File: src/rtl/cpu_pkg.sv
// Shared MIPS-Lite definitions: opcode constants and the hazard FSM state type.
package cpu_pkg;

    localparam logic [5:0] OP_RTYPE = 6'd0;
    localparam logic [5:0] OP_J     = 6'd2;
    localparam logic [5:0] OP_BEQ   = 6'd4;
    localparam logic [5:0] OP_LW    = 6'd35;
    localparam logic [5:0] OP_SW    = 6'd43;

    typedef enum logic {
        RUN   = 1'b0,
        STALL = 1'b1
    } state_t;

endpackage

File: src/rtl/sat_counter.sv
// Event counter that sticks at all-ones instead of wrapping.
module sat_counter #(
    parameter int W = 16
) (
    input  logic         clk,
    input  logic         rst_n,
    input  logic         inc,
    output logic [W-1:0] count
);

    logic [W-1:0] count_q;
    logic [W-1:0] count_d;

    always_comb begin
        count_d = count_q;
        if (inc && (count_q != {W{1'b1}})) begin
            count_d = count_q + 1'b1;
        end
    end

    always_ff @(posedge clk or negedge rst_n) begin
        if (!rst_n) begin
            count_q <= '0;
        end else begin
            count_q <= count_d;
        end
    end

    assign count = count_q;

endmodule

File: src/rtl/hazard_ctrl.sv
// Pipeline sequencing for MIPS-Lite: load-use and ID-branch operand stalls,
// taken-branch/jump IF/ID flush, and saturating stall/flush event counters.
module hazard_ctrl
    import cpu_pkg::*;
#(
    parameter int CNT_W = 16
) (
    input  logic             clk,
    input  logic             rst_n,
    input  logic             hold,
    input  logic [5:0]       id_op,
    input  logic [4:0]       id_rs,
    input  logic [4:0]       id_rt,
    input  logic             id_taken,
    input  logic             id_jump,
    input  logic             ex_memread,
    input  logic             ex_regwrite,
    input  logic [4:0]       ex_wn,
    input  logic             mem_memread,
    input  logic [4:0]       mem_wn,
    output logic             pc_write,
    output logic             ifid_write,
    output logic             ifid_flush,
    output logic             idex_bubble,
    output logic             busy,
    output logic [CNT_W-1:0] stall_cnt,
    output logic [CNT_W-1:0] flush_cnt
);

    state_t     state_q, state_d;
    logic [1:0] remaining_q, remaining_d;

    logic       is_br, uses_rt, match_ex, match_mem;
    logic [1:0] need;
    logic       pc_write_c, ifid_write_c, ifid_flush_c, idex_bubble_c;

    always_comb begin
        is_br     = (id_op == OP_BEQ);
        uses_rt   = (id_op == OP_RTYPE) || (id_op == OP_BEQ) || (id_op == OP_SW);
        match_ex  = (ex_wn != 5'd0) &&
                    ((ex_wn == id_rs) || (uses_rt && (ex_wn == id_rt)));
        match_mem = (mem_wn != 5'd0) &&
                    ((mem_wn == id_rs) || (uses_rt && (mem_wn == id_rt)));

        // A load feeding a branch must reach WB-forwardable MEM/WB: two bubbles.
        if (is_br && ex_memread && match_ex) begin
            need = 2'd2;
        end else if (ex_memread && match_ex) begin
            need = 2'd1;
        end else if (is_br && ex_regwrite && match_ex) begin
            need = 2'd1;
        end else if (is_br && mem_memread && match_mem) begin
            need = 2'd1;
        end else begin
            need = 2'd0;
        end
    end

    always_comb begin
        state_d       = state_q;
        remaining_d   = remaining_q;
        pc_write_c    = 1'b1;
        ifid_write_c  = 1'b1;
        ifid_flush_c  = 1'b0;
        idex_bubble_c = 1'b0;

        if (hold) begin
            pc_write_c   = 1'b0;
            ifid_write_c = 1'b0;
        end else begin
            case (state_q)
                RUN: begin
                    if (need != 2'd0) begin
                        // Branch operands are stale, so taken/jump is ignored here.
                        pc_write_c    = 1'b0;
                        ifid_write_c  = 1'b0;
                        idex_bubble_c = 1'b1;
                        if (need == 2'd2) begin
                            state_d     = STALL;
                            remaining_d = 2'd1;
                        end
                    end else if (id_taken || id_jump) begin
                        ifid_flush_c = 1'b1;
                    end
                end
                STALL: begin
                    pc_write_c    = 1'b0;
                    ifid_write_c  = 1'b0;
                    idex_bubble_c = 1'b1;
                    remaining_d   = remaining_q - 2'd1;
                    if (remaining_d == 2'd0) begin
                        state_d = RUN;
                    end
                end
                default: begin
                    state_d     = RUN;
                    remaining_d = 2'd0;
                end
            endcase
        end
    end

    always_ff @(posedge clk or negedge rst_n) begin
        if (!rst_n) begin
            state_q     <= RUN;
            remaining_q <= 2'd0;
        end else begin
            state_q     <= state_d;
            remaining_q <= remaining_d;
        end
    end

    // While reset is low the outputs must show reset values whatever ID holds.
    assign pc_write    = !rst_n || pc_write_c;
    assign ifid_write  = !rst_n || ifid_write_c;
    assign ifid_flush  = rst_n && ifid_flush_c;
    assign idex_bubble = rst_n && idex_bubble_c;
    assign busy        = rst_n && (state_q == STALL);

    sat_counter #(.W(CNT_W)) u_stall_cnt (
        .clk   (clk),
        .rst_n (rst_n),
        .inc   (idex_bubble),
        .count (stall_cnt)
    );

    sat_counter #(.W(CNT_W)) u_flush_cnt (
        .clk   (clk),
        .rst_n (rst_n),
        .inc   (ifid_flush),
        .count (flush_cnt)
    );

endmodule

File: config.mk
export PLATFORM = sky130hd
export DESIGN_NAME = hazard_ctrl
export DESIGN_NICKNAME = d
export VERILOG_FILES = /design/src/rtl/cpu_pkg.sv /design/src/rtl/sat_counter.sv /design/src/rtl/hazard_ctrl.sv
export SDC_FILE = /design/constraint.sdc
export NUM_CORES = 1
export LEC_CHECK = 0
export BUFFER_PORTS_ARGS = -buffer_cell sky130_fd_sc_hd__buf_2
export CAP_MARGIN = 20
export CORE_ASPECT_RATIO = 0.75
export CORE_UTILIZATION = 50
export CTS_CLUSTER_DIAMETER = 50
export DETAILED_ROUTE_END_ITERATION = 12
export PLACE_DENSITY = 0.8
export SYNTH_ARGS = -nofsm -noshare
export SYNTH_HDL_FRONTEND = slang
export SYNTH_SLANG_ARGS = --single-unit
export TNS_END_PERCENT = 100
File: constraint.sdc
create_clock -name clk -period 2.4 [get_ports clk]
set_input_delay 0.48 -clock clk [delete_from_list [all_inputs] [get_ports clk]]
set_output_delay 0.48 -clock clk [all_outputs]
set_load 0.005 [all_outputs]
* Word-level counts from Yosys, hierarchy flattened
Index checks and enable logic that the tools add are counted.
** Storage, ports and cells
- Flip-flop bits (word level) :: 35
- Latch bits :: 0
- Memory bits (writable) :: 0
- Bits in read-only memories :: 0
- Bits of input ports :: 34
- Output and inout bits :: 37
- Word-level logic and storage cells :: 70
- Memories kept :: 0
** Cells by class
- Add/subtract/negate cells :: 3
- Multipliers :: 0
- Divide/modulo/power cells :: 0
- Order comparisons :: 0
- Eq/ne operators :: 11
- Shift-type cells :: 0
- Muxes and demuxes :: 21
- Bitwise operators :: 2
- Reductions and logical operators :: 29
** Operators by type and width (count)
- 16-bit by 1-bit adder with 16-bit output, second input constant :: 2
- 16-bit inequality test, second input constant :: 2
- 5-bit equality test :: 4
- 1-bit logical AND :: 16
- 1-bit 2-to-1 mux :: 14
- 5-bit nonzero test :: 2
- 6-bit by 3-bit equality test with 1-bit output, second input constant :: 1
- 6-bit equality test, second input constant :: 1
- 6-bit zero test :: 1
- 1-bit logical OR :: 6
- 2-bit 2-to-1 mux :: 3
- 1-bit case mux with 2 select lines :: 3
- 2-bit inequality test, second input constant :: 2
- 2-bit case mux with 2 select lines :: 1
- 3-bit AND reduction :: 1
- 2-bit equality test, second input constant :: 1
- 2-bit zero test :: 1
- 1-bit inverter :: 2
- 2-bit nonzero test :: 1
- 2-bit by 1-bit subtractor with 2-bit output, second input constant :: 1
- 1-bit zero test :: 1

* Logic depth before layout (Yosys ltp)
Gate-level depths: netlist of run 1.
- Depth in word-level cells :: 17
- Mapped depth :: 8
- Gate-level depth less buffers :: 7

* By module
A second synthesis of run 1 with hierarchy kept.
** Second synthesis, totals
- Cell total of the unflattened synthesis :: 208
- Area, all modules :: 2244.7 um^2
** By module, submodules not included
- sat_counter :: times used 2, cells an instance 72, area an instance 859.6 um^2
- hazard_ctrl :: times used 1, cells an instance 64, area an instance 525.5 um^2

* Worst setup path before layout of run 1
No wires, ideal clock.
- Kind :: in2out
- From :: in ex_wn[4]
- To :: out pc_write
- Arrival :: 1755 ps
- Required time :: 1920 ps
- Setup slack :: 165 ps
- Stages on the path :: 7
- Cells stage by stage :: xor2_1 nor4_1 o2111ai_1 a21oi_2 or2_2 o21ai_0 buf_4
** On the way
- Cells in the longest elaborated chain, start to end :: 13
- Elaborated cells on any way between the ends :: 17
** RTL lines
- start, declared :: line hazard_ctrl.sv:18 : input logic [4:0] ex_wn,
- 5-bit equality test :: line hazard_ctrl.sv:41 : ((ex_wn == id_rs) || (uses_rt && (ex_wn == id_rt)));
- 1-bit logical AND :: line hazard_ctrl.sv:41
- 1-bit logical OR :: line hazard_ctrl.sv:41
- 1-bit logical AND * :: line hazard_ctrl.sv:40 : match_ex = (ex_wn != 5'd0) &&
- 1-bit logical AND :: line hazard_ctrl.sv:50 : end else if (is_br && ex_regwrite && match_ex) begin
- 1-bit 2-to-1 mux :: line hazard_ctrl.sv:50
- 1-bit 2-to-1 mux :: line hazard_ctrl.sv:48 : end else if (ex_memread && match_ex) begin
- 2-bit 2-to-1 mux * :: line hazard_ctrl.sv:46 : if (is_br && ex_memread && match_ex) begin
- 2-bit nonzero test * :: line hazard_ctrl.sv:73 : if (need != 2'd0) begin
- 1-bit 2-to-1 mux *
- 1-bit case mux with 2 select lines *
- 1-bit 2-to-1 mux *
- 1-bit logical OR *
- end, declared :: line hazard_ctrl.sv:21 : output logic pc_write,
Every way passes the cells marked *; elsewhere a longest branch is shown, timed or not.

* Worst setup path in the final report of run 1
- From :: in ex_wn[3]
- To :: out ifid_write
** On the way
- Cells in the longest elaborated chain, start to end :: 13
- Elaborated cells on any way between the ends :: 17
** RTL lines
- 5-bit equality test :: line hazard_ctrl.sv:41
- 1-bit logical AND :: line hazard_ctrl.sv:41
- 1-bit logical OR :: line hazard_ctrl.sv:41
- 1-bit logical AND * :: line hazard_ctrl.sv:40
- 1-bit logical AND :: line hazard_ctrl.sv:50
- 1-bit 2-to-1 mux :: line hazard_ctrl.sv:50
- 1-bit 2-to-1 mux :: line hazard_ctrl.sv:48
- 2-bit 2-to-1 mux * :: line hazard_ctrl.sv:46
- 2-bit nonzero test * :: line hazard_ctrl.sv:73
- 1-bit 2-to-1 mux * :: line hazard_ctrl.sv:73
- 1-bit case mux with 2 select lines * :: line hazard_ctrl.sv:71 : case (state_q)
- 1-bit 2-to-1 mux * :: line hazard_ctrl.sv:67 : if (hold) begin
- 1-bit logical OR * :: line hazard_ctrl.sv:115 : assign ifid_write = !rst_n || ifid_write_c;
- end, declared :: line hazard_ctrl.sv:22 : output logic ifid_write,
Marked as above.

==> results.toml, run 1 <==
[timing]
hold_viol_final = 0
worst_clock_skew_ns = 0.005564
layout_min_cycle_time_ns = 2.312
layout_setup_ws_ns = 0.08788
worst_hold_slack_ns = 0.2609
fin_tns_setup_ns = 0
final.period_utilization_pct = 96.34
finalMaxSlewViolations = 0
rsz_0062_raised_after_global_routing = "no"
maxSlewHeadroom_pct = 57.12
max_slew.worst_pin.slew_ns = 0.6431
fmax_mhz = 432.5
report.final.setup_viol = 0

[yosys]
synth.yosys.seq_area_share_pct = 43.42
synth_nets = 234
synth_most_common_cell = "dfrtp_1"
synthArstFlopShare_pct = 100.0
synth-edff-count = 0
yosys-top-cells-count = "35 x dfrtp_1, 30 x xnor2_1, 20 x xor2_1, 18 x nand3_1, 15 x nand2_1"
synth_cell_types = 39
synth_warnings = 0
avgSynthCellArea_um2 = 10.24
synth.ff_latch_count = 35
synth_top_area_share_pct = 43.42
post-synth-top-area-cell = "dfrtp_1"
post_synth_instance_area_um2 = 2017
synthTopCellsByArea = "dfrtp_1 43%, xnor2_1 13%, xor2_1 8.7%, nand3_1 4.5%, nand2_1 2.8%"
post_synthesis_cell_count = 197
synth_ff_type = "dfrtp_1"

[global_routing]
initial_antenna_violation_count = 0
grt.total_usage_pct = 22.49
grt_overflow_total = 0
grt_first_pass_wirelength_um = 7141
grt_start_max_net_pins = 38
first_global_vias = 1524

[job]
timing.max_cap.violations = 0

[status]
run_status = "complete, no violations"

[worst_hold_path]
timing.hold.worst.class = "primary input to async pin"

[cts]
clock_sink_count = 35
worst_skew_pair.late_latency_ns = 0.28
tritoncts_clock_tree = "yes"
clk_pin_slew_ns = 0.07
cts_htree_levels = 2
cts-root-buf = "clkbuf_8"
cts_made_buffers = 5
cts-root-to-sink-buffers = 2

[placement]
preCtsSetupSlack_ns = -0.006936
detailed_place_hpwl_um = 3423
gp_routability_congestion = 0.8894
port-buffer-count = 70
placedCellCount = 322

[setup_path]
critical-path-slowest-cell = "nor3_1"
r2r_start = "u_flush_cnt.count[6]"
worstPathCellList = "buf_2 -> xor2_1 -> nor3_1 -> nand3_1 -> a21oi_2 -> or2_4 -> o21ai_1 -> buf_2"
required_time_of_the_critical_path_ns = 1.92
timing_worst_setup_path_type = "primary input to output port"
worstSetupStartpoint = "ex_wn[3]"
crit_path_end_kind = "output port"
crit_fanout = 5
cpMostUsedCell = "buf_2"
worstPathArrival_ns = 1.83
crit_path_max_incr_delay_ns = 0.30
setup.worst_path.start_class = "primary input"
reg2reg_slack_ns = 0.24

[floorplanning]
die_area_um2 = 4295
initial_cell_density_of_the_core_pct = 53.70
fp.dieH_um = 57.01
pin_count = 71
std_cell_rows = 19
fp.dieW_um = 75.34
core_footprint_um2 = 3756

[finish]
finish.net_count = 314
filler_cell_count = 321
multi_input_area_um2 = 1094
stdcell_count = 329
sequential_cell_area_um2 = 875.8
drive_above_1_share_pct = 35.38
num_antenna_cells = 0
syn_to_final_growth_pct = 26.12

[detailed_routing]
detail_route.wirelength_um = 4396
drt_iter0_drc = 121
total_via_count_after_detailed_routing = 1701
postRouteAntennaNets = 0
drt-wirelength-per-cell_um = 13.36
detail_routed_via_count_per_cell = 5.170
route.detailed.drc = 0
drt-pass1-iter-count = 4

[power_and_ir_drop]
switching_share_pct = 27.94
power.density_nw_per_um2 = 547.0
comb_power_share_pct = 18.5
static-leakage-power_nw = 1.288
power.switching_mw = 0.3887
p_int_mw = 1.003
power.share.clock_pct = 30.8
totalPowerFinal_mw = 1.391
power_frac_seq_pct = 50.7
peakVddDrop_uv = 584.7
## final cells by class
| type | instances | area share, % |
|---|---|---|
| Tap cell | 52 | 2.558 |
| Timing Repair Buffer | 76 | 15.54 |
| Inverter | 7 | 1.033 |
| Clock buffer | 6 | 3.246 |
| Sequential cell | 35 | 34.43 |
| Multi-Input combinational cell | 152 | 42.99 |
| Clock inverter | 1 | 0.1968 |
## worst max-delay path, delay by kind of cell
kind	cells	cell delay [ns]
buffers and inverters	2	0.29
AND/OR/NAND/NOR	3	0.64
AO/OA/AOI/OAI	2	0.27
XOR/XNOR	1	0.16
## power groups by stage
| stage | clock (mW) | combinational (mW) | sequential (mW) |
|---|---|---|---|
| floorplan | 0 | 0.124 | 0.712 |
| global placement | 0 | 0.249 | 0.714 |
| detailed placement | 0 | 0.257 | 0.716 |
| CTS | 0.440 | 0.259 | 0.707 |
| global route | 0.468 | 0.288 | 0.713 |
| finish | 0.428 | 0.257 | 0.706 |
## cells in the final DEF, fill, tap and decap left out, drive strengths merged
master   instances
buf             76
dfrtp           35
xnor2           30
xor2            20
nand3           18
nand2           15
nor3            13
nor2            12
inv              7
clkbuf           6
and3             6
nand4            5
and2             3
ha               3
nor4             3
and4             3
o21ai            3
a41o             2
mux2             2
or2              2
nor3b            1
o2111ai          1
a21oi            1
o22ai            1
nor2b            1
o31a             1
a2bb2oi          1
a21o             1
a22o             1
a31o             1
or3              1
mux2i            1
clkinv           1
## cells by family after synthesis
family	count (synthesis)	share of synthesized area (%)
simple gates	83	23.39
buf+inv	10	2.792
mux	3	1.613
xor+xnor	50	21.71
flops	35	43.42
fa+ha+maj	3	1.861
compound gates	13	5.212
## worst paths after layout
path | to | cells after the start
setup / recovery | ifid_write | 8
hold / removal | u_stall_cnt.count[11] | 2
setup reg to reg | u_flush_cnt.count[12] | 8
hold reg to reg | u_stall_cnt.count[6] | 1
max in group asynchronous | remaining_q[0] | 2
min in group clk | u_stall_cnt.count[6] | 1
## state kept, by name, indices dropped and copies added (netlist names)
signal and cells:
u_flush_cnt.count 16, u_stall_cnt.count 16, state_q 1, remaining_q 2
## stage by stage
| step | util (%) | instance area (um2) |
|---|---|---|
| after floorplan | - | 2017 |
| after global placement | 65.16 | 2447 |
| after detailed placement | 65.16 | 2447 |
| after CTS | 67.65 | 2541 |
| after global routing | 67.72 | 2544 |
| final | 67.72 | 2544 |
## layer usage
metal / wire length, um / track usage, % / vias up
met1: 2066 / 32.95 / 798
met3: 277 / 6.537 / 7
li1: - / - / 838
met5: 0 / 0 / -
met4: 38 / 6.349 / 0
met2: 2014 / 32.53 / 58
## timing repair
item,CTS,global route
endpoints found under the setup margin,2,3
buffers inserted,0,0
cloned,0,0
pin swaps,0,4
endpoints found under the hold margin,0,0
hold buffers,0,0
resized for setup,1,2
(Power assumes the default switching activity.)
==> inputs of run 2 (changes only) <==
--- a/config.mk
+++ b/config.mk
@@ -8,10 +8,12 @@
 export BUFFER_PORTS_ARGS = -buffer_cell sky130_fd_sc_hd__buf_2
 export CAP_MARGIN = 20
 export CORE_ASPECT_RATIO = 0.75
-export CORE_UTILIZATION = 50
+export CORE_MARGIN = 1
+export CORE_UTILIZATION = 52
+export CTS_BUF_LIST = sky130_fd_sc_hd__clkbuf_8
 export CTS_CLUSTER_DIAMETER = 50
 export DETAILED_ROUTE_END_ITERATION = 12
-export PLACE_DENSITY = 0.8
+export PLACE_DENSITY = 0.83
 export SYNTH_ARGS = -nofsm -noshare
 export SYNTH_HDL_FRONTEND = slang
 export SYNTH_SLANG_ARGS = --single-unit
==> run 2 against run 1 <==
  * Critical path depth unchanged
  * Combinational power grew 3%
  * Non-clock buffer count grew 2
  * Via count grew 1.4%
  * Global-route usage grew 2.3 points
  * Design area increased by 2.0%
  * Clock skew is 0.0028 ns higher
  * Worst setup slack lost 0.0071 ns
  * Critical endpoint unchanged
==> results.toml, run 2 (synthesized netlist as in run 1, its figures left out) <==
[power_and_ir_drop]
switching_share_pct = 27.34
power.switching_mw = 0.3903
power.share.clock_pct = 32.0
power_frac_seq_pct = 49.5
p_int_mw = 1.038
comb_power_share_pct = 18.5
totalPowerFinal_mw = 1.428
static-leakage-power_nw = 1.310
peakVddDrop_uv = 606.8
power.density_nw_per_um2 = 550.5

[global_routing]
grt.total_usage_pct = 24.76
first_global_vias = 1696
grt_overflow_total = 0
grt_first_pass_wirelength_um = 7776
grt_start_max_net_pins = 38
initial_antenna_violation_count = 0

[floorplanning]
core_footprint_um2 = 3685
fp.dieW_um = 73.92
fp.dieH_um = 55.94
initial_cell_density_of_the_core_pct = 54.74
die_area_um2 = 4134
pin_count = 71
std_cell_rows = 19

[setup_path]
critical-path-slowest-cell = "nor4_2"
crit_cells = 8
crit_path_max_incr_delay_ns = 0.33
crit_fanout = 4
r2r.worst_path.cells = 8
timing_worst_setup_path_type = "primary input to output port"
required_time_of_the_critical_path_ns = 1.92
worst_path_dominant_cell_family = "simple AND/OR/NAND/NOR gates"
worstPathCellList = "buf_4 -> xor2_2 -> nor4_2 -> o2111ai_2 -> a21oi_2 -> or2_4 -> o21ai_1 -> buf_2"
worstPathArrival_ns = 1.84
number_of_buffers_and_inverters_on_the_critical_path = 2
setup.worst_path.start_class = "primary input"
crit_path_end_kind = "output port"

[finish]
layout.cells.most_common_list = "69 x buf_2, 35 x dfrtp_1, 30 x xnor2_1"
num_antenna_cells = 0
drive_above_1_share_pct = 36.79
finish.net_count = 316
mostFrequentLayoutCell = "buf_2"
syn_to_final_growth_pct = 28.60
filler_cell_count = 297

[detailed_routing]
detail_route.wirelength_um = 4531
drt_iter0_drc = 69
drt-wirelength-per-cell_um = 13.65
postRouteAntennaNets = 0
drt-pass1-iter-count = 4
route.detailed.drc = 0
total_via_count_after_detailed_routing = 1725
detail_routed_via_count_per_cell = 5.196

[cts]
worst_skew_pair.late_latency_ns = 0.28
clk_pin_slew_ns = 0.07
cts-root-buf = "clkbuf_8"
cts_made_buffers = 5
tritoncts_clock_tree = "yes"
cts_htree_levels = 2
clock_sink_count = 35
cts-root-to-sink-buffers = 2

[timing]
rsz_0062_raised_after_global_routing = "no"
fin_tns_setup_ns = 0
hold_viol_final = 0
fmax_mhz = 431.2
report.final.setup_viol = 0
layout_min_cycle_time_ns = 2.319
maxSlewHeadroom_pct = 69.34
final.period_utilization_pct = 96.63
finalMaxSlewViolations = 0
worst_clock_skew_ns = 0.008344
max_slew.worst_pin.slew_ns = 0.4600

[placement]
port-buffer-count = 70
detailed_place_hpwl_um = 3515
gp_routability_congestion = 0.9853

[worst_hold_path]
timing.hold.worst.class = "primary input to async pin"

[job]
timing.max_cap.violations = 0

[status]
run_status = "complete, no violations"
==> run 2: changes by cell type in the layout (fill, tap and decap cells not counted), sizes merged <==
cell | before | now
clkbuf | 6 | 7
inv | 7 | 8
clkinv | 1 | 0
buf | 76 | 78
==> run 2: cell type report <==
class / instances / area [um2] / area share [%]
clock buffer: 7 / 96.34 / 3.714
clock inverter: 1 / 3.754 / 0.1447
inverter: 7 / 26.28 / 1.013
multi-input combinational: 152 / 1114 / 42.93
sequential: 35 / 875.8 / 33.77
tap: 52 / 65.06 / 2.508
timing repair buffer: 78 / 412.9 / 15.92
==> run 2: final timing paths <==
| kind | start | endpoint | slack (ns) |
|---|---|---|---|
| setup / recovery | ex_wn[0] | ifid_write | 0.08 |
| hold / removal | rst_n | u_stall_cnt.count[11] | 0.27 |
| setup reg to reg | u_stall_cnt.count[0] | u_stall_cnt.count[7] | 0.25 |
| hold reg to reg | u_stall_cnt.count[6] | u_stall_cnt.count[6] | 0.49 |
| max in group asynchronous | rst_n | u_flush_cnt.count[0] | 1.80 |
| min in group clk | u_stall_cnt.count[6] | u_stall_cnt.count[6] | 0.49 |
==> run 2: routing by layer <==
| layer | part of all wire [%] | track usage [%] |
|---|---|---|
| met4 | 1.2 | 7.692 |
| met3 | 4.0 | 5.435 |
| met1 | 49 | 36.42 |
| met2 | 46 | 36.23 |
| met5 | 0 | 0 |
==> run 2: power groups by stage <==
stage          clock network (mW)  registers (mW)  logic, mW
2_1_floorplan                   0           0.712      0.124
3_3_place_gp                    0           0.715      0.252
3_5_place_dp                    0           0.716      0.259
4_1_cts                     0.471           0.708      0.261
5_1_grt                     0.497           0.714      0.297
6_report                    0.456           0.707      0.264
==> run 2: what timing repair did <==
action                     in CTS  in global routing
setup buffers                   0                  0
gates resized for setup         0                  7
hold buffers                    0                  0
setup endpoints to repair       0                  4
==> run 2: stage by stage <==
| step | worst slack, ns | cell area [um2] | hold WS [ns] | util [%] | std cells |
|---|---|---|---|---|---|
| final | 0.08082 | 2594 | 0.2664 | 70.39 | 332 |
| after CTS | 0.03629 | 2562 | 0.2735 | 69.54 | 332 |
| after global placement | 0.01345 | 2462 | 0.4682 | 66.83 | 324 |
| after global routing | 0.008097 | 2594 | 0.2988 | 70.39 | 332 |
| after detailed placement | 0.04255 | 2462 | 0.4842 | 66.83 | 324 |
| after floorplan | 0.1650 | 2017 | 0.1844 | - | 197 |
==> inputs of run 3 (changes only) <==
--- a/config.mk
+++ b/config.mk
@@ -5,15 +5,15 @@
 export SDC_FILE = /design/constraint.sdc
 export NUM_CORES = 1
 export LEC_CHECK = 0
-export BUFFER_PORTS_ARGS = -buffer_cell sky130_fd_sc_hd__buf_2
 export CAP_MARGIN = 20
 export CORE_ASPECT_RATIO = 0.75
 export CORE_MARGIN = 1
-export CORE_UTILIZATION = 52
+export CORE_UTILIZATION = 59
 export CTS_BUF_LIST = sky130_fd_sc_hd__clkbuf_8
 export CTS_CLUSTER_DIAMETER = 50
 export DETAILED_ROUTE_END_ITERATION = 12
-export PLACE_DENSITY = 0.83
+export DONT_BUFFER_PORTS = 1
+export PLACE_DENSITY = 0.78
 export SYNTH_ARGS = -nofsm -noshare
 export SYNTH_HDL_FRONTEND = slang
 export SYNTH_SLANG_ARGS = --single-unit
==> constraint.sdc (replaced) <==
create_clock -name clk -period 2.1 [get_ports clk]
set_input_delay 0.42 -clock clk [delete_from_list [all_inputs] [get_ports clk]]
set_output_delay 0.42 -clock clk [all_outputs]
set_load 0.005 [all_outputs]
==> run 3 against run 2 <==
  * First-iteration DRC count rose by 28%
  * Clock skew barely moved
  * Die area fell by 12%
  * Cell count fell by 20%
  * Highest routed layer unchanged
  * Design area fell by 8.8%
  * Routed wire length rose by 3.7%
  * Critical endpoint is now idex_bubble
  * The run now ends with negative setup slack left
  * Combinational power fell by 20%
==> results.toml, run 3 (synthesized netlist as in run 1, its figures left out) <==
[timing]
rsz_0062_raised_after_global_routing = "yes"
layout_setup_ws_ns = -0.01881
maxSlewHeadroom_pct = 55.77
final.period_utilization_pct = 100.9
report.final.setup_viol = 1
fmax_mhz = 472.0
hold_viol_final = 0
layout_min_cycle_time_ns = 2.119
max_slew.worst_pin.slew_ns = 0.6634
worst_clock_skew_ns = 0.008384
finalMaxSlewViolations = 0

[placement]
gp_routability_congestion = 0.8230
port-buffer-count = 0
preCtsSetupSlack_ns = -0.09353
placedCellCount = 251
detailed_place_hpwl_um = 3506

[floorplanning]
die_area_um2 = 3659
std_cell_rows = 17
initial_cell_density_of_the_core_pct = 65.40
fp.dieH_um = 52.64
core_footprint_um2 = 3084
fp.dieW_um = 69.52
pin_count = 71

[cts]
cts-root-buf = "clkbuf_8"
clock_sink_count = 35
worst_skew_pair.late_latency_ns = 0.29
cts_made_buffers = 5
cts_htree_levels = 2
tritoncts_clock_tree = "yes"
clk_pin_slew_ns = 0.06
cts-root-to-sink-buffers = 2

[detailed_routing]
route.detailed.drc = 0
drt-wirelength-per-cell_um = 17.80
drt-pass1-iter-count = 4
detail_routed_via_count_per_cell = 6.064
drt_iter0_drc = 88
total_via_count_after_detailed_routing = 1601
detail_route.wirelength_um = 4699
postRouteAntennaNets = 0

[global_routing]
grt.total_usage_pct = 28.26
first_global_vias = 1664
grt_overflow_total = 0
grt_first_pass_wirelength_um = 7810
grt_start_max_net_pins = 36
initial_antenna_violation_count = 0

[finish]
drive_above_1_share_pct = 21.24
finish.net_count = 262
stdcell_count = 264
syn_to_final_growth_pct = 17.31
layout.cells.most_common_list = "35 x dfrtp_1, 30 x xnor2_1, 22 x buf_4"
filler_cell_count = 204
mostFrequentLayoutCell = "dfrtp_1"
finish.utilization_pct = 76.71
num_antenna_cells = 0

[setup_path]
setup.worst_path.start_class = "primary input"
crit_fanout = 5
reg2reg_slack_ns = 0.01
required_time_of_the_critical_path_ns = 1.68
timing_worst_setup_path_type = "primary input to output port"
worstPathArrival_ns = 1.70
crit_path_end_kind = "output port"

[status]
failed_checks = "negative setup slack"
run_status = "complete, but fails checks"

[power_and_ir_drop]
peakVddDrop_uv = 593.3
totalPowerFinal_mw = 1.651
static-leakage-power_nw = 1.088
power.density_nw_per_um2 = 697.6

[worst_hold_path]
timing.hold.worst.class = "primary input to register"

[job]
timing.max_cap.violations = 0
[run 3: area by class of cell]
| class | instances | area [um2] | share of cell area, % |
|---|---|---|---|
| Multi-Input combinational cell | 152 | 1104 | 46.64 |
| Clock inverter | 2 | 35.03 | 1.481 |
| Tap cell | 38 | 47.55 | 2.010 |
| Inverter | 7 | 26.28 | 1.111 |
| Clock buffer | 6 | 82.58 | 3.490 |
| Sequential cell | 35 | 875.8 | 37.02 |
| Timing Repair Buffer | 24 | 195.2 | 8.250 |
[run 3: timing repair]
item | in CTS | in global routing
pin swaps | 1 | 2
endpoints found under the setup margin | 14 | 6
resized for setup | 2 | 1
hold buffers | 2 | 0
setup buffers | 2 | 1
endpoints found under the hold margin | 35 | 0
[run 3: worst paths after layout]
check / start / endpoint / depth (start not counted)
max: ex_wn[0] / idex_bubble / 6
max reg2reg: u_stall_cnt.count[10] / u_stall_cnt.count[12] / 8
min: hold / state_q / 2
max in group asynchronous: rst_n / u_stall_cnt.count[15] / 2
min in group asynchronous: rst_n / u_flush_cnt.count[11] / 2
min reg2reg: remaining_q[0] / remaining_q[0] / 1
[run 3: worst max-delay path, stage by stage]
cell,delay [ns]
xor2_1,0.15
nor4_2,0.34
o2111ai_2,0.19
a21oi_2,0.23
or2_2,0.20
and2_1,0.18
[run 3: per-stage QoR]
| stage | cell area (um2) | hold WS [ns] | setup TNS, ns |
|---|---|---|---|
| after CTS | 2352 | 0.3154 | 0 |
| final | 2366 | 0.3141 | -0.01881 |
| after global placement | 2183 | 0.1253 | -0.1267 |
| after global routing | 2366 | 0.3322 | -0.3120 |
| after detailed placement | 2183 | 0.1252 | -0.6800 |
| after floorplan | 2023 | 0.1244 | 0 |
[run 3: report_power, final]
| group | switching (mW) | leakage, nW | internal [mW] | total (mW) |
|---|---|---|---|---|
| clock | 0.242 | 0.0612 | 0.384 | 0.626 |
| combinational | 0.0978 | 0.566 | 0.112 | 0.210 |
| sequential | 0.0793 | 0.461 | 0.735 | 0.814 |
| total | 0.419 | 1.09 | 1.23 | 1.65 |
[run 3: metal layers]
metal | up-vias | GRT usage, % | share of wire [%]
li1 | 736 | - | -
met1 | 776 | 33.62 | 42
met2 | 72 | 46.76 | 47
met3 | 17 | 9.615 | 8.4
met4 | 0 | 13.61 | 2.7
met5 | - | 0 | 0
